### src/rtl/sec_ded_pkg.sv
// Shared types and Hsiao H-matrix helpers for the pipelined SEC-DED decoder.
package sec_ded_pkg;

  localparam int DATA_W_DEF = 96;
  localparam int PAR_W_DEF  = 8;
  localparam int MAX_PAR_W  = 16;
  localparam int MAX_CW_W   = 1024;

  typedef enum logic [1:0] {
    ST_NE  = 2'b00,
    ST_CE  = 2'b01,
    ST_DUE = 2'b10
  } status_e;

  // Data columns run from the top codeword bit down: odd weights 3, 5, 7...,
  // each weight class in descending binary value.
  function automatic logic [MAX_PAR_W-1:0] hsiao_col(input int idx, input int data_w,
                                                     input int par_w);
    logic [MAX_PAR_W-1:0] col;
    int k;
    int n;
    col = '0;
    n   = 0;
    if (idx < par_w) begin
      col = MAX_PAR_W'(1) << idx;
    end else begin
      k = data_w + par_w - 1 - idx;
      for (int w = 3; w <= par_w; w += 2) begin
        for (int v = (1 << par_w) - 1; v > 0; v--) begin
          if ($countones(v) == w) begin
            if (n == k) col = MAX_PAR_W'(v);
            n = n + 1;
          end
        end
      end
    end
    return col;
  endfunction

  function automatic logic [MAX_PAR_W-1:0] hsiao_syndrome(input logic [MAX_CW_W-1:0] cw,
                                                          input int data_w, input int par_w);
    logic [MAX_PAR_W-1:0] syn;
    syn = '0;
    for (int i = 0; i < data_w + par_w; i++) begin
      if (cw[i]) syn ^= hsiao_col(i, data_w, par_w);
    end
    return syn;
  endfunction

endpackage

### src/rtl/sec_ded_err_stats.sv
// Saturating CE/DUE counters and first-error syndrome log, updated per output beat.
module sec_ded_err_stats
  import sec_ded_pkg::*;
#(
  parameter int PAR_W = PAR_W_DEF,
  parameter int CNT_W = 16
) (
  input  logic             clk,
  input  logic             rst_n,
  input  logic             clr,
  input  logic             evt,
  input  status_e          status,
  input  logic [PAR_W-1:0] syndrome,
  output logic [CNT_W-1:0] ce_cnt,
  output logic [CNT_W-1:0] due_cnt,
  output logic             log_valid,
  output logic [PAR_W-1:0] log_syndrome,
  output logic [1:0]       log_status
);

  logic is_err;
  assign is_err = (status == ST_CE) || (status == ST_DUE);

  // A clear wins over a coincident event, so that event is neither counted nor logged.
  always_ff @(posedge clk or negedge rst_n) begin
    if (!rst_n) begin
      ce_cnt       <= '0;
      due_cnt      <= '0;
      log_valid    <= 1'b0;
      log_syndrome <= '0;
      log_status   <= 2'b00;
    end else if (clr) begin
      ce_cnt       <= '0;
      due_cnt      <= '0;
      log_valid    <= 1'b0;
      log_syndrome <= '0;
      log_status   <= 2'b00;
    end else if (evt) begin
      if (status == ST_CE && ce_cnt != '1) ce_cnt <= ce_cnt + 1'b1;
      if (status == ST_DUE && due_cnt != '1) due_cnt <= due_cnt + 1'b1;
      if (!log_valid && is_err) begin
        log_valid    <= 1'b1;
        log_syndrome <= syndrome;
        log_status   <= status;
      end
    end
  end

endmodule

### src/rtl/sec_ded_decoder_pipe.sv
// Two-stage pipelined Hsiao SEC-DED decoder with valid/ready on both sides
// and error statistics taken at the output handshake.
module sec_ded_decoder_pipe
  import sec_ded_pkg::*;
#(
  parameter  int DATA_W = DATA_W_DEF,
  parameter  int PAR_W  = PAR_W_DEF,
  parameter  int CNT_W  = 16,
  localparam int CW_W   = DATA_W + PAR_W,
  localparam int POS_W  = $clog2(CW_W)
) (
  input  logic              clk,
  input  logic              rst_n,
  input  logic              in_valid,
  output logic              in_ready,
  input  logic [CW_W-1:0]   codeword_in,
  output logic              out_valid,
  input  logic              out_ready,
  output logic [DATA_W-1:0] data_out,
  output logic [1:0]        status_out,
  output logic [POS_W-1:0]  err_pos_out,
  output logic [CNT_W-1:0]  ce_cnt,
  output logic [CNT_W-1:0]  due_cnt,
  input  logic              cnt_clr,
  output logic              log_valid,
  output logic [PAR_W-1:0]  log_syndrome,
  output logic [1:0]        log_status
);

  logic [PAR_W-1:0] col_tab [CW_W];

  for (genvar i = 0; i < CW_W; i++) begin : g_col
    localparam logic [MAX_PAR_W-1:0] COL = hsiao_col(i, DATA_W, PAR_W);
    assign col_tab[i] = COL[PAR_W-1:0];
  end

  logic              s1_valid;
  logic [CW_W-1:0]   s1_cw;
  logic [PAR_W-1:0]  s1_syn;
  logic              s2_valid;
  logic [DATA_W-1:0] s2_data;
  status_e           s2_status;
  logic [POS_W-1:0]  s2_pos;
  logic [PAR_W-1:0]  s2_syn;
  logic              s1_advance;

  assign s1_advance = !s2_valid || out_ready;
  assign in_ready   = !s1_valid || s1_advance;

  logic [PAR_W-1:0] syn_in;

  always_comb begin
    syn_in = '0;
    for (int i = 0; i < CW_W; i++) begin
      if (codeword_in[i]) syn_in ^= col_tab[i];
    end
  end

  logic [CW_W-1:0]   flip;
  logic [POS_W-1:0]  fix_pos;
  logic              hit;
  logic [CW_W-1:0]   fixed_cw;
  status_e           fix_status;
  logic [DATA_W-1:0] fix_data;

  // Columns are all nonzero and distinct, so at most one can match and a zero
  // syndrome never does.
  always_comb begin
    flip    = '0;
    fix_pos = '0;
    hit     = 1'b0;
    for (int i = 0; i < CW_W; i++) begin
      if (s1_syn == col_tab[i]) begin
        flip[i] = 1'b1;
        fix_pos = POS_W'(i);
        hit     = 1'b1;
      end
    end
    fixed_cw = s1_cw ^ flip;
    if (s1_syn == '0) fix_status = ST_NE;
    else if (hit)     fix_status = ST_CE;
    else              fix_status = ST_DUE;
    fix_data = fixed_cw[CW_W-1:PAR_W];
  end

  always_ff @(posedge clk or negedge rst_n) begin
    if (!rst_n) begin
      s1_valid <= 1'b0;
      s1_cw    <= '0;
      s1_syn   <= '0;
    end else if (in_ready) begin
      s1_valid <= in_valid;
      if (in_valid) begin
        s1_cw  <= codeword_in;
        s1_syn <= syn_in;
      end
    end
  end

  always_ff @(posedge clk or negedge rst_n) begin
    if (!rst_n) begin
      s2_valid  <= 1'b0;
      s2_data   <= '0;
      s2_status <= ST_NE;
      s2_pos    <= '0;
      s2_syn    <= '0;
    end else if (s1_advance) begin
      s2_valid <= s1_valid;
      if (s1_valid) begin
        s2_data   <= fix_data;
        s2_status <= fix_status;
        s2_pos    <= fix_pos;
        s2_syn    <= s1_syn;
      end
    end
  end

  assign out_valid   = s2_valid;
  assign data_out    = s2_data;
  assign status_out  = s2_status;
  assign err_pos_out = s2_pos;

  sec_ded_err_stats #(
    .PAR_W(PAR_W),
    .CNT_W(CNT_W)
  ) u_stats (
    .clk         (clk),
    .rst_n       (rst_n),
    .clr         (cnt_clr),
    .evt         (s2_valid && out_ready),
    .status      (s2_status),
    .syndrome    (s2_syn),
    .ce_cnt      (ce_cnt),
    .due_cnt     (due_cnt),
    .log_valid   (log_valid),
    .log_syndrome(log_syndrome),
    .log_status  (log_status)
  );

endmodule

### config.mk
export PLATFORM = sky130hd
export DESIGN_NAME = sec_ded_decoder_pipe
export DESIGN_NICKNAME = d
export VERILOG_FILES = /design/src/rtl/sec_ded_pkg.sv /design/src/rtl/sec_ded_err_stats.sv /design/src/rtl/sec_ded_decoder_pipe.sv
export SDC_FILE = /design/constraint.sdc
export NUM_CORES = 1
export LEC_CHECK = 0
export ABC_AREA = 1
export CAP_MARGIN = 15
export CORE_ASPECT_RATIO = 0.75
export CORE_UTILIZATION = 54
export DETAILED_ROUTE_END_ITERATION = 6
export PLACE_DENSITY = 0.86
export SYNTH_ARGS = -nofsm -noshare
export SYNTH_HDL_FRONTEND = slang
export SYNTH_SLANG_ARGS = --single-unit
### constraint.sdc
create_clock -name clk -period 3.5 [get_ports clk]
set_input_delay 0.7 -clock clk [delete_from_list [all_inputs] [get_ports clk]]
set_output_delay 0.7 -clock clk [all_outputs]
set_load 0.02 [all_outputs]
======== Yosys cells after proc, flatten, opt, wreduce, memory -nomap -nowiden ========
Cells that the tools add are included.
word-level totals
  flip-flop bits (word level) ............. 270
  input bits .............................. 109
  output and inout bits ................... 150
  logic and storage cells ................. 678
cells by class
  add/sub/neg operators ................... 2
  equal/unequal tests ..................... 108
  muxes and demuxes ....................... 431
  bitwise operators ....................... 104
  reductions and logical operators ........ 20
operators with widths
  kind                     number
  $mux W7                  123
  $mux W8                  60
  $eq A8 B8 Y1 const B     57
  $mux W1                  212
  $not A5 Y5               40
  $eq A8 B7 Y1 const B     21
  $not A3 Y3               56
  $xor A104 B104 Y104      1
  $mux W16                 6
  $eq A8 B6 Y1 const B     11
  $mux W6                  11
  $eq A8 B5 Y1 const B     7
  $mux W5                  7
  $add A16 B1 Y16 const B  2
  $eq A8 B4 Y1 const B     4
  $ne A16 B16 Y1 const B   2
  $eq A8 B3 Y1 const B     2
  $mux W4                  4
  $mux W2                  6
  $reduce_and A2 Y1        5
  $eq A8 B1 Y1 const B     1
  $eq A8 B2 Y1 const B     1
  $logic_not A8 Y1         1
  $reduce_bool A2 Y1       4
  7 further kinds          21

======== Longest topological paths before layout ========
Gate-level depths: netlist of run 1.
  depth after elaboration ................. 200
  mapped depth ............................ 32
  mapped depth without buffers ............ 32

======== Hierarchy ========
Synthesis of run 1 repeated with hierarchy kept, for this count alone.
second synthesis, totals
  cell total of the unflattened synthesis .. 1,963
  area total of the unflattened synthesis .. 15,841.4 um^2
by module, submodules not included
  module                times used  cells each  area each (um^2)  sequential area each (um^2)
  sec_ded_decoder_pipe  1           1,625       13,330.3          5,480.3
  sec_ded_err_stats     1           338         2,511.2           1,076.0

======== Least setup slack after synthesis of run 1 ========
OpenSTA, ideal clock, no wires.
  path kind ............................... reg-to-reg
  start point ............................. reg s1_syn[1]
  end point ............................... reg s2_pos[0] (netlist: err_pos_out[0])
  library setup time ...................... 0.113 ns
  arrival time ............................ 2.718 ns
  required time ........................... 3.387 ns
  setup slack ............................. 0.669 ns
  stages on the path, launching flop included .. 33
  buffers on the path ..................... 0
  period minus slack after synthesis ...... 2.831 ns
  cells stage by stage .................... dfrtp_1 -> inv_2 -> nor2_2 -> nand2_2 -> nand2_2 -> nand2_1 -> nand4_1 -> nor2_1 -> nand4_1 -> nor2_1 -> nand4_1 -> nor2_1 -> nand4_1 -> nor2_1 -> nand4_1 -> nor2_1 -> nand4_1 -> nor2_1 -> nand4_1 -> nor2_1 -> nand4_1 -> nor2_1 -> nand4_1 -> nor2_1 -> nand4_1 -> nor2_1 -> nand4_1 -> nor2_1 -> nand4_1 -> nor2_1 -> nand3_1 -> nand2_1 -> inv_1
between the ends
  word-level cells in the longest chain between the ends .. 104
  elaborated cells on any way between the ends .. 206
  those cells by class .................... eq/ne (103); mux (103)
ends and longest elaborated chain
  what                    RTL line                     text
  start, declared         sec_ded_decoder_pipe.sv:39   logic [PAR_W-1:0] s1_syn;
  start signal, assigned  sec_ded_decoder_pipe.sv:95   s1_syn <= syn_in;
  $eq A8 B2 Y1            sec_ded_decoder_pipe.sv:73   if (s1_syn == col_tab[i]) begin
  $mux W1                 sec_ded_decoder_pipe.sv:73
  $mux W7 (101 in a row)  sec_ded_decoder_pipe.sv:73
  $mux W7 (*)             sec_ded_decoder_pipe.sv:73
  end signal, assigned    sec_ded_decoder_pipe.sv:112  s2_pos <= fix_pos;
  end, declared           sec_ded_decoder_pipe.sv:43   logic [POS_W-1:0] s2_pos;
Every way passes the cells marked *; elsewhere a longest branch is shown, timed or not.
A chain may end at the register's enable or synchronous reset.

======== Worst setup path after layout of run 1 ========
  start point ............................. reg s1_syn[6]
  end point ............................... reg s2_pos[0] (netlist: err_pos_out[0])
Same word-level chain as after synthesis.

==> results of run 1 <==
report_power, final:
part | switching (mW) | leakage, nW | internal (mW) | total (mW)
Combinational | 3.48 | 4.95 | 2.41 | 5.90
Clock | 1.28 | 0.436 | 1.71 | 2.99
Sequential | 0.564 | 3.28 | 3.75 | 4.31
final timing paths:
kind,from,end,slack [ns]
worst max-delay path,s1_syn[6],err_pos_out[0],0.03
worst min-delay path,rst_n,u_stats.ce_cnt[4],0.16
worst max register to register,s1_syn[6],err_pos_out[0],0.03
worst min register to register,data_out[69],data_out[69],0.48
max in group asynchronous,rst_n,data_out[15],2.39
min in group clk,data_out[69],data_out[69],0.48
through the flow:
stage	power, mW	instance area (µm²)	hold WS, ns	cells
2_1_floorplan	7.42	15500	0.404	1913
4_1_cts	13.1	19900	0.193	2621
5_1_grt	13.8	19900	0.218	2623
6_report	13.2	19900	0.159	2623
3_5_place_dp	10.1	19000	0.473	2571
3_3_place_gp	10.0	19000	0.465	2571
repair_timing:
action / 4_1_cts / 5_1_grt
resized for setup: 0 / 5
buffers inserted: 0 / 2
setup endpoints to repair: 0 / 2
layout make-up:
| type | instances | area share |
|---|---|---|
| inverter | 188 | 0.0355 |
| timing repair buffer | 350 | 0.167 |
| multi-input combinational | 1388 | 0.399 |
| tap | 385 | 0.0242 |
| sequential | 262 | 0.330 |
| clock buffer | 36 | 0.0372 |
| clock inverter | 14 | 0.00805 |
cell usage after synthesis, types with 13 or more instances:
library cell | count | area, µm²
nand2_1 | 401 | 1510
xnor2_1 | 266 | 2330
dfrtp_1 | 262 | 6560
nor2_1 | 209 | 785
o21ai_0 | 186 | 931
inv_1 | 171 | 642
xor2_1 | 149 | 1310
clkbuf_1 | 72 | 270
nand4_1 | 35 | 219
nand3_1 | 31 | 155
a21oi_1 | 30 | 150
nor3_1 | 22 | 110
inv_2 | 13 | 48.8
logic make-up (layout without fill, tap and decap cells):
logic type / after synthesis / after routing / share of synthesized area
xor gates and xnor gates: 415 / 415 / 0.235
and+or+nand+nor: 728 / 728 / 0.192
AOI/OAI and AO/OA: 241 / 241 / 0.0817
DFF: 262 / 262 / 0.424
buffers and inverters: 263 / 588 / 0.0638
adders and majority gates: 4 / 4 / 0.00324
critical path: cells and delay by family, from the launching register on:
family	cells	cell delay, ns
DFF	1	0.43
buffers and inverters	2	0.11
and+or+nand+nor	29	2.82
sequential cells by signal, indices dropped and copies added (netlist names):
| register | flops |
|---|---|
| err_pos_out | 7 |
| s1_valid | 1 |
| status_out | 2 |
| u_stats.ce_cnt | 16 |
| u_stats.log_syndrome | 8 |
| u_stats.log_status | 2 |
| data_out | 96 |
| s1_syn | 8 |
| u_stats.due_cnt | 16 |
| s2_syn | 8 |
| out_valid | 1 |
| s1_cw | 96 |
| u_stats.log_valid | 1 |
layer usage:
| metal | GRT usage | share of wire |
|---|---|---|
| met4 | 0.117 | 0.032 |
| met1 | 0.581 | 0.44 |
| met2 | 0.580 | 0.42 |
| met3 | 0.0957 | 0.11 |
| met5 | 0 | 0.00022 |
==> flow_summary.yaml, run 1 <==
synthesis:
  synth_edf_count: 0
  syn-cell-area_um2: 15500
  syn_nets: 2026
  synth.distinct_cells: 34
  async_reset_ff_frac: 1.00
  yosysWarnings: 0
  synth.ff_latch_count: 262
  yosysSeqAreaShare: 0.424
  avgSynthCellArea_um2: 8.08
  postSynthCellCount: 1913
  ys.flop_type: "dfrtp_1"
placement:
  gp_congestion: 1.01
  preCtsSetupSlack_ns: -0.00467
  port_buffers: 258
  hpwl_um: 45900
worst_setup_path:
  rr_worst_depth: 31
  crit_slowest_cell: "dfrtp_1"
  critPathRequiredTime_ns: 3.96
  end_kind: "register"
  cp.arrival_ns: 3.93
  crit_path_max_incr_delay_ns: 0.43
  crit_type: "register to register"
  crit_path_max_fanout: 4
  worstSetupStartpointType: "register"
routing:
  ant_nets: 0
  wl_per_cell_um: 22.0
  wl_um: 57800
  first_iter_violations: 1370
  dr_total_vias: 14500
  drc: 0
  drtPass1Iterations: 6
  vias_per_cell: 5.53
floorplan:
  die_x_um: 197
  die-area_um2: 29300
  io_pins: 259
  initial_core_util: 0.551
  rows: 53
  core-area_um2: 28100
  die_y_um: 149
outcome:
  outcome: "finished clean"
job:
  max-cap-violations: 0
layout:
  final_cell_mix: "nand2_1, xnor2_1, dfrtp_1"
  n_fill_cell: 2222
  layout_commonest_cell: "nand2_1"
  regArea_um2: 6560
  fin_util: 0.710
  n_antenna_cell: 0
  area_growth_pct: 28.7
  finalNetCount: 2330
  multi_input_area_um2: 7940
  layout-drive-gt1-share: 0.0773
cts:
  hold_buffers: 0
  cts_tree: "done"
  htreeDepth: 1
  clockBufferDepth: 3
  worst_skew_pair.late_latency_ns: 0.56
  cts_buffers: 27
  clk_pin_slew_ns: 0.07
  cts.sinks: 262
  cts_root_buf: "clkbuf_16"
timing:
  min_period_ns: 3.47
  maxSlewHeadroom: 0.478
  finalCritPeriodShare: 0.992
  layout_setup_ws_ns: 0.0271
  setup_viol: 0
  hold_viol: 0
  rsz0062_at_grt: "true"
  worst_pin_slew_ns: 0.782
  fmax_mhz: 288
  fin_skew_ns: 0.00936
  finalMaxSlewViolations: 0
  finalSetupTns_ns: 0
global_route:
  grt_max_degree: 94
  grt_overflow: 0
  antenna_found_initial: 1
  grt_pass1_vias: 14000
  grt_pass1_wl_um: 86000
  grt_usage: 0.397
hold_path:
  hold_path.class: "input pin to async pin"
pwr:
  p_per_area_nw_per_um2: 663
  leakage_nw: 8.66
  ir_drop_mv: 0.476
No activity file was read; power rests on OpenSTA's default activity.
==> run 2: changes to the inputs <==
--- a/config.mk
+++ b/config.mk
@@ -7,7 +7,7 @@
 export LEC_CHECK = 0
 export ABC_AREA = 1
 export CAP_MARGIN = 15
-export CORE_ASPECT_RATIO = 0.75
+export CORE_ASPECT_RATIO = 0.9
 export CORE_UTILIZATION = 54
 export DETAILED_ROUTE_END_ITERATION = 6
 export PLACE_DENSITY = 0.86
==> flow_summary.yaml, run 2 (synthesized netlist as in run 1, its figures left out) <==
outcome:
  outcome: "finished clean"
cts:
  cts_setup_buffers: 0
  clk_pin_slew_ns: 0.07
  worst_skew_pair.late_latency_ns: 0.55
  post_cts_resized: 0
  cts_buffers: 28
  hold_buffers: 0
  clockBufferDepth: 3
  cts_tree: "done"
  cts_root_buf: "clkbuf_16"
  htreeDepth: 1
  cts.sinks: 262
routing:
  ant_nets: 0
  first_iter_violations: 1579
  wl_per_cell_um: 21.9
  wl_um: 57000
  drtPass1Iterations: 5
  vias_per_cell: 5.59
  dr_total_vias: 14500
  drc: 0
placement:
  hpwl_um: 44700
  dpl_cell_area_um2: 19000
  port_buffers: 258
  preCtsSetupSlack_ns: 0.0713
  gp_congestion: 0.994
timing:
  rsz0062_at_grt: "true"
  fin_skew_ns: 0.0156
  setup_viol: 0
  finalCritPeriodShare: 0.994
  fmax_mhz: 287
  finalMaxSlewViolations: 0
  hold_viol: 0
  layout_setup_ws_ns: 0.0194
  worst_pin_slew_ns: 0.703
  maxSlewHeadroom: 0.531
  min_period_ns: 3.48
pwr:
  p_clk_frac: 0.234
  combPwrFrac: 0.442
  switchingPower_mw: 5.34
  switching_share: 0.400
  leakage_nw: 8.74
  power_frac_seq: 0.323
  p_per_area_nw_per_um2: 666
  ir_drop_mv: 0.408
  p_int_mw: 8.01
layout:
  final_cell_mix: "nand2_1, xnor2_1, dfrtp_1"
  n_antenna_cell: 0
  layout-drive-gt1-share: 0.0825
  finalNetCount: 2334
  layout_commonest_cell: "nand2_1"
  fin_area_um2: 20000
  area_growth_pct: 29.6
worst_setup_path:
  crit_type: "register to register"
  crit_path_max_fanout: 5
  crit_path_max_incr_delay_ns: 0.43
  crit_slowest_cell: "dfrtp_1"
  critical_path.most_common_cell: "nand4_1"
  worstSetupStartpointType: "register"
  critPathRequiredTime_ns: 3.95
  cp.arrival_ns: 3.93
  end_kind: "register"
global_route:
  antenna_found_initial: 1
  grt_usage: 0.392
  grt_pass1_wl_um: 86100
  grt_overflow: 0
  grt_max_degree: 142
  grt_pass1_vias: 14500
floorplan:
  rows: 58
  initial_core_util: 0.552
  die-area_um2: 29300
  die_x_um: 180
  die_y_um: 163
  io_pins: 259
  core-area_um2: 28000
hold_path:
  hold_path.class: "input pin to async pin"
job:
  max-cap-violations: 0
[run 2: cell count changes in the layout (fill, tap and decap cells not counted), sizes merged]
cell and change:
buf +3, inv +2, clkbuf -1
[run 2: worst paths after layout]
| check | start | to | slack (ns) | depth (start not counted) |
|---|---|---|---|---|
| max | s1_syn[1] | err_pos_out[0] | 0.02 | 32 |
| min | rst_n | u_stats.due_cnt[3] | 0.19 | 1 |
| max reg2reg | s1_syn[1] | err_pos_out[0] | 0.02 | 32 |
| min reg2reg | data_out[25] | data_out[25] | 0.48 | 2 |
| max in group asynchronous | rst_n | s1_cw[62] | 2.54 | 2 |
| min in group clk | data_out[25] | data_out[25] | 0.48 | 2 |
[run 2: per-stage QoR]
stage / setup TNS (ns) / hold slack [ns] / total power, mW / util / std cells
floorplan: 0 / 0.404 / 7.42 / - / 1913
finish: 0 / 0.189 / 13.3 / 0.716 / 2602
global route: -0.407 / 0.233 / 13.9 / 0.716 / 2602
CTS: 0 / 0.205 / 13.3 / 0.714 / 2602
detailed placement: 0 / 0.472 / 10.1 / 0.680 / 2551
global placement: 0 / 0.466 / 10.0 / 0.680 / 2551
[run 2: power by group through the flow]
stage	combinational (mW)	sequential, mW	clock, mW
2_1_floorplan	2.68	4.75	0
6_report	5.91	4.31	3.13
4_1_cts	5.83	4.29	3.14
3_5_place_dp	5.77	4.33	0
5_1_grt	6.29	4.38	3.26
3_3_place_gp	5.70	4.30	0
[run 2: final cells by class]
cell class	count	area, µm²
Timing Repair Buffer	353	3390
Tap cell	360	450
Clock buffer	35	788
Clock inverter	16	184
Multi-Input combinational cell	1388	7970
Inverter	188	706
Sequential cell	262	6560
Fill cell	2115	7970
[run 2: critical path, delay by kind of cell (launching register included)]
family,cells,cell delay [ns]
flip-flops,1,0.43
AND/OR/NAND/NOR,30,2.82
buffers and inverters,2,0.13
[run 2: metal layers]
layer	global-route usage	vias up	share of wire
li1	-	6592	-
met4	0.158	2	0.042
met5	0	-	0.00019
met3	0.0789	142	0.10
met2	0.637	906	0.46
met1	0.517	6897	0.40
==> edit 1 (flow settings as in run 1) <==
Set the package constant `PAR_W_DEF` to 4 (it was 8).
--- a/src/rtl/sec_ded_pkg.sv
+++ b/src/rtl/sec_ded_pkg.sv
@@ -2,7 +2,7 @@
 package sec_ded_pkg;
 
   localparam int DATA_W_DEF = 96;
-  localparam int PAR_W_DEF  = 8;
+  localparam int PAR_W_DEF  = 4;
   localparam int MAX_PAR_W  = 16;
   localparam int MAX_CW_W   = 1024;
 
Ports: changed (resized codeword_in and log_syndrome); port bits go from 259 to 251. The function was not compared with the original's and may differ.
==> edit 1 against run 1 <==
The run now ends with DRC left. Wire length down 50%. Count of clock-buffer cells in the layout down 7. Synthesized cell count down 34%. First-iteration DRC count down 28%. Synthesized area down 30%. Cell area down 28%. Power down 26%. Setup slack better by 710 ps. Highest routed layer is now met4. Sequential cell count down 14. Global-route usage down 12 points. Cell count down 33%.
==> edit 1: results (changes against run 1) <==
Status
  • Status: finished with violations (was finished clean)
  • Failing checks: DRC

Global routing
  • Vias in the first global route: 9364 (was 14000)
  • Pin count of the biggest net entering global routing: 101 (was 94)
  • Initial antenna violation count: 0 (was 1)
  • Total GRT Usage: 28.1% (was 39.7%)

Worst setup path
  • Worst EP arrival: 2060 ps (was 3930 ps)
  • Crit-path max cell delay: 640 ps (was 430 ps)
  • Critical Path Fanout Max: 3 (was 4)
  • Flop2flop setup slack: 1400 ps (was 30 ps)
  • Worst reg2reg path depth: 5 (was 31)

Power and ir drop
  • P_comb: 3.18 mW (was 5.90 mW)
  • Power Sequential: 4.01 mW (was 4.31 mW)

Route
  • Detailed-route DRC error count: 10 (was 0)
  • First-pass iteration count of the detailed router: 7 (was 6)
  • Vias per cell: 5.41 (was 5.53)

Placed design
  • GP Congestion: 0.903 (was 1.01)
  • Port Buf Inserts: 250 (was 258)

Synthesis
  • Netlist cell types: 31 (was 34)
  • Register area share after synthesis: 57.0% (was 42.4%)
  • Avg Inst Size Synth: 8.66 um^2 (was 8.08 um^2)

Final layout
  • Nets: 1596 (was 2330)
  • Post-Layout Cell Count: 1756 (was 2623)

STA
  • Final Skew: 14.1 ps (was 9.36 ps)

CTS
  • Worst skew pair latency: 530 ps (was 560 ps)
## edit 1: cell types whose count changed after synthesis, moves of 11 or more
cell	run 1	this run
nor2_1	209	44
o211ai_1	1	93
clkbuf_1	72	18
buf_2	0	35
inv_1	171	79
nor4_1	12	0
nand2_1	401	550
dfrtp_1	262	248
xor2_1	149	12
nor3_1	22	0
o21ai_0	186	65
nand4_1	35	24
a21oi_1	30	3
xnor2_1	266	10
## edit 1: per-layer routing
| metal | global-route usage [%] | wire length (um) | up-vias | share of wire, % |
|---|---|---|---|---|
| met5 | 0 | 0 | - | 0 |
| met4 | 8.36 | 775 | 0 | 2.7 |
| met3 | 8.01 | 2820 | 59 | 9.8 |
| met2 | 44.8 | 13100 | 384 | 46 |
| met1 | 37.8 | 12000 | 4561 | 42 |
| li1 | - | - | 4502 | - |
## edit 1: area by class of cell
cell class / count / area [um^2] / share of cell area, %
multi-input cells: 863 / 4070 / 28.3
repair buffers: 265 / 2670 / 18.6
flip-flops and latches: 248 / 6210 / 43.2
inverters: 85 / 323 / 2.24
clock inverters: 13 / 136 / 0.948
clock buffers: 29 / 659 / 4.59
well taps: 253 / 317 / 2.20
## edit 1: worst paths after layout
| check | end | start |
|---|---|---|
| max | in_ready | out_ready |
| min reg2reg | s2_syn[1] | s2_syn[1] |
| max reg2reg | u_stats.log_status[1] | status_out[0] |
| min | u_stats.due_cnt[4] | rst_n |
| max in group asynchronous | data_out[69] | rst_n |
| min in group clk | s2_syn[1] | s2_syn[1] |
## edit 1: kinds of logic after synthesis
| family | Yosys count | share of synthesized area [%] |
|---|---|---|
| buf+inv | 147 | 5.76 |
| compound gates | 178 | 10.7 |
| fa+ha+maj | 4 | 0.460 |
| simple gates | 659 | 24.4 |
| xor+xnor | 22 | 1.77 |
| flops | 248 | 57.0 |
==> edit 2 (config.mk and constraints of run 1) <==
Without the edit above. Make the reset (`rst_n`) synchronous in 3 clocked blocks.
--- a/src/rtl/sec_ded_err_stats.sv
+++ b/src/rtl/sec_ded_err_stats.sv
@@ -22,7 +22,7 @@
   assign is_err = (status == ST_CE) || (status == ST_DUE);
 
   // A clear wins over a coincident event, so that event is neither counted nor logged.
-  always_ff @(posedge clk or negedge rst_n) begin
+  always_ff @(posedge clk) begin
     if (!rst_n) begin
       ce_cnt       <= '0;
       due_cnt      <= '0;
--- a/src/rtl/sec_ded_decoder_pipe.sv
+++ b/src/rtl/sec_ded_decoder_pipe.sv
@@ -83,7 +83,7 @@
     fix_data = fixed_cw[CW_W-1:PAR_W];
   end
 
-  always_ff @(posedge clk or negedge rst_n) begin
+  always_ff @(posedge clk) begin
     if (!rst_n) begin
       s1_valid <= 1'b0;
       s1_cw    <= '0;
@@ -97,7 +97,7 @@
     end
   end
 
-  always_ff @(posedge clk or negedge rst_n) begin
+  always_ff @(posedge clk) begin
     if (!rst_n) begin
       s2_valid  <= 1'b0;
       s2_data   <= '0;
Formal check against the unedited RTL: not equivalent (Yosys sat finds a counterexample within 4 cycles, from zero or initial values and one cycle with rst_n low; the reset may be asserted at any time).
==> edit 2 against run 1 <==
The flow now finishes with violations (setup timing). Combinational power is 25% lower. Sequential cell count is the same. Non-clock buffer count is 53 higher. Cell area shrank 1.2%. Setup slack worse by 210 ps. Wire length fell by 6.7%. First-iteration DRC count is 10% higher. Synthesized area is 3.4% lower. Power is 19% lower. Critical path type unchanged. Critical endpoint is now err_pos_out[0]. Largest cell class unchanged. Largest power group unchanged.
==> edit 2: results (changes against run 1) <==
STA
  • Final Skew: 12.8 ps (was 9.36 ps)
  • # setup viols final: 1 (was 0)
  • Final min period: 3680 ps (was 3470 ps)
  • Setup WS post-layout: -179 ps (was 27.1 ps)
  • Hold slack: 471 ps (was 159 ps)
  • Setup TNS: -179 ps (was 0 ps)

Final layout
  • Fin util: 72.6% (was 71.0%)
  • Filler instances: 2191 (was 2222)
  • Post-Layout Cell Count: 2780 (was 2623)
  • Share of cells above drive strength 1: 9.59% (was 7.73%)
  • Nets: 2523 (was 2330)

Synthesis
  • Mapped Nets: 2189 (was 2026)
  • Mapped Cells: 2076 (was 1913)
  • Fraction of synthesized cell area in xor and xnor cells: 25.0% (was 23.5%)
  • Post-synthesis adder-cell area fraction: 0.335% (was 0.324%)
  • Largest cells by area after synthesis: dfxtp_1 35%, xor2_1 13%, xnor2_1 12% (was dfrtp_1 42%, xnor2_1 15%, nand2_1 9.7%)
  • Async set-reset flop share out of synthesis: 0% (was 100%)
  • Register area share after synthesis: 35.1% (was 42.4%)
  • Predominant post-synthesis flop cell: dfxtp_1 (was dfrtp_1)

Status
  • Failing checks: setup timing
  • Status: finished with violations (was finished clean)

Global routing
  • Pin count of the biggest net entering global routing: 106 (was 94)
  • Total GRT Usage: 36.9% (was 39.7%)
  • Vias in the first global route: 13900 (was 14000)
  • GR Util met2: 54.4% (was 58.0%)
  • Global-route wire length before repair: 80.0 mm (was 86.0 mm)

Route
  • DRT iter0 DRCs: 1512 (was 1370)
  • Routed wire length: 53.9 mm (was 57.8 mm)
  • Vias per cell: 5.42 (was 5.53)
  • Metal2 WL: 22.1 mm (was 24.4 mm)
  • Wire length on met1: 23.4 mm (was 25.2 mm)

Worst setup path
  • Slowest CP cell: dfxtp_2 (was dfrtp_1)
  • Worst r2r dst: err_pos_out[0] (unchanged)
  • Crit-path max cell delay: 360 ps (was 430 ps)
  • Critical Path Fanout Max: 3 (was 4)

CTS
  • Worst skew pair latency: 540 ps (was 560 ps)

Placed design
  • GP Congestion: 1.04 (was 1.01)
  • Cell Area, Placed: 18600 um^2 (was 19000 um^2)
  • Final HPWL DP: 43.0 mm (was 45.9 mm)

Power and ir drop
  • Worst IR Drop VDD: 0.423 mV (was 0.476 mV)

Min path
  • HP Class: flop to flop (was primary input to async pin)
## edit 2: where the power goes
part,internal [mW],switching (mW)
combinational,1.86,2.55
clock,1.62,1.19
sequential,3.24,0.190
## edit 2: repair_timing
| action | CTS | global route |
|---|---|---|
| gates resized for setup | 8 | 28 |
| setup endpoints to repair | 1 | 3 |
| pin swaps | 0 | 3 |
| buffers inserted | 0 | 7 |
| hold endpoints to repair | 0 | 0 |
## edit 2: area by class of cell
class,instances,share of cell area [%]
Multi-Input combinational cell,1457,42.9
Sequential cell,262,26.7
Tap cell,351,2.23
Clock inverter,8,0.363
Timing Repair Buffer,403,18.8
Clock buffer,40,3.99
Inverter,259,4.95
## edit 2: how the worst max path moves through the flow
stage                     endpoint  slack [ps]            start
floorplan                s1_syn[0]         320  codeword_in[15]
global placement         s1_syn[0]        -380  codeword_in[15]
detailed placement       s1_syn[0]        -400  codeword_in[15]
CTS                 err_pos_out[0]         -20        s1_syn[7]
global route        err_pos_out[0]        -320        s1_syn[6]
finish              err_pos_out[0]        -180        s1_syn[2]
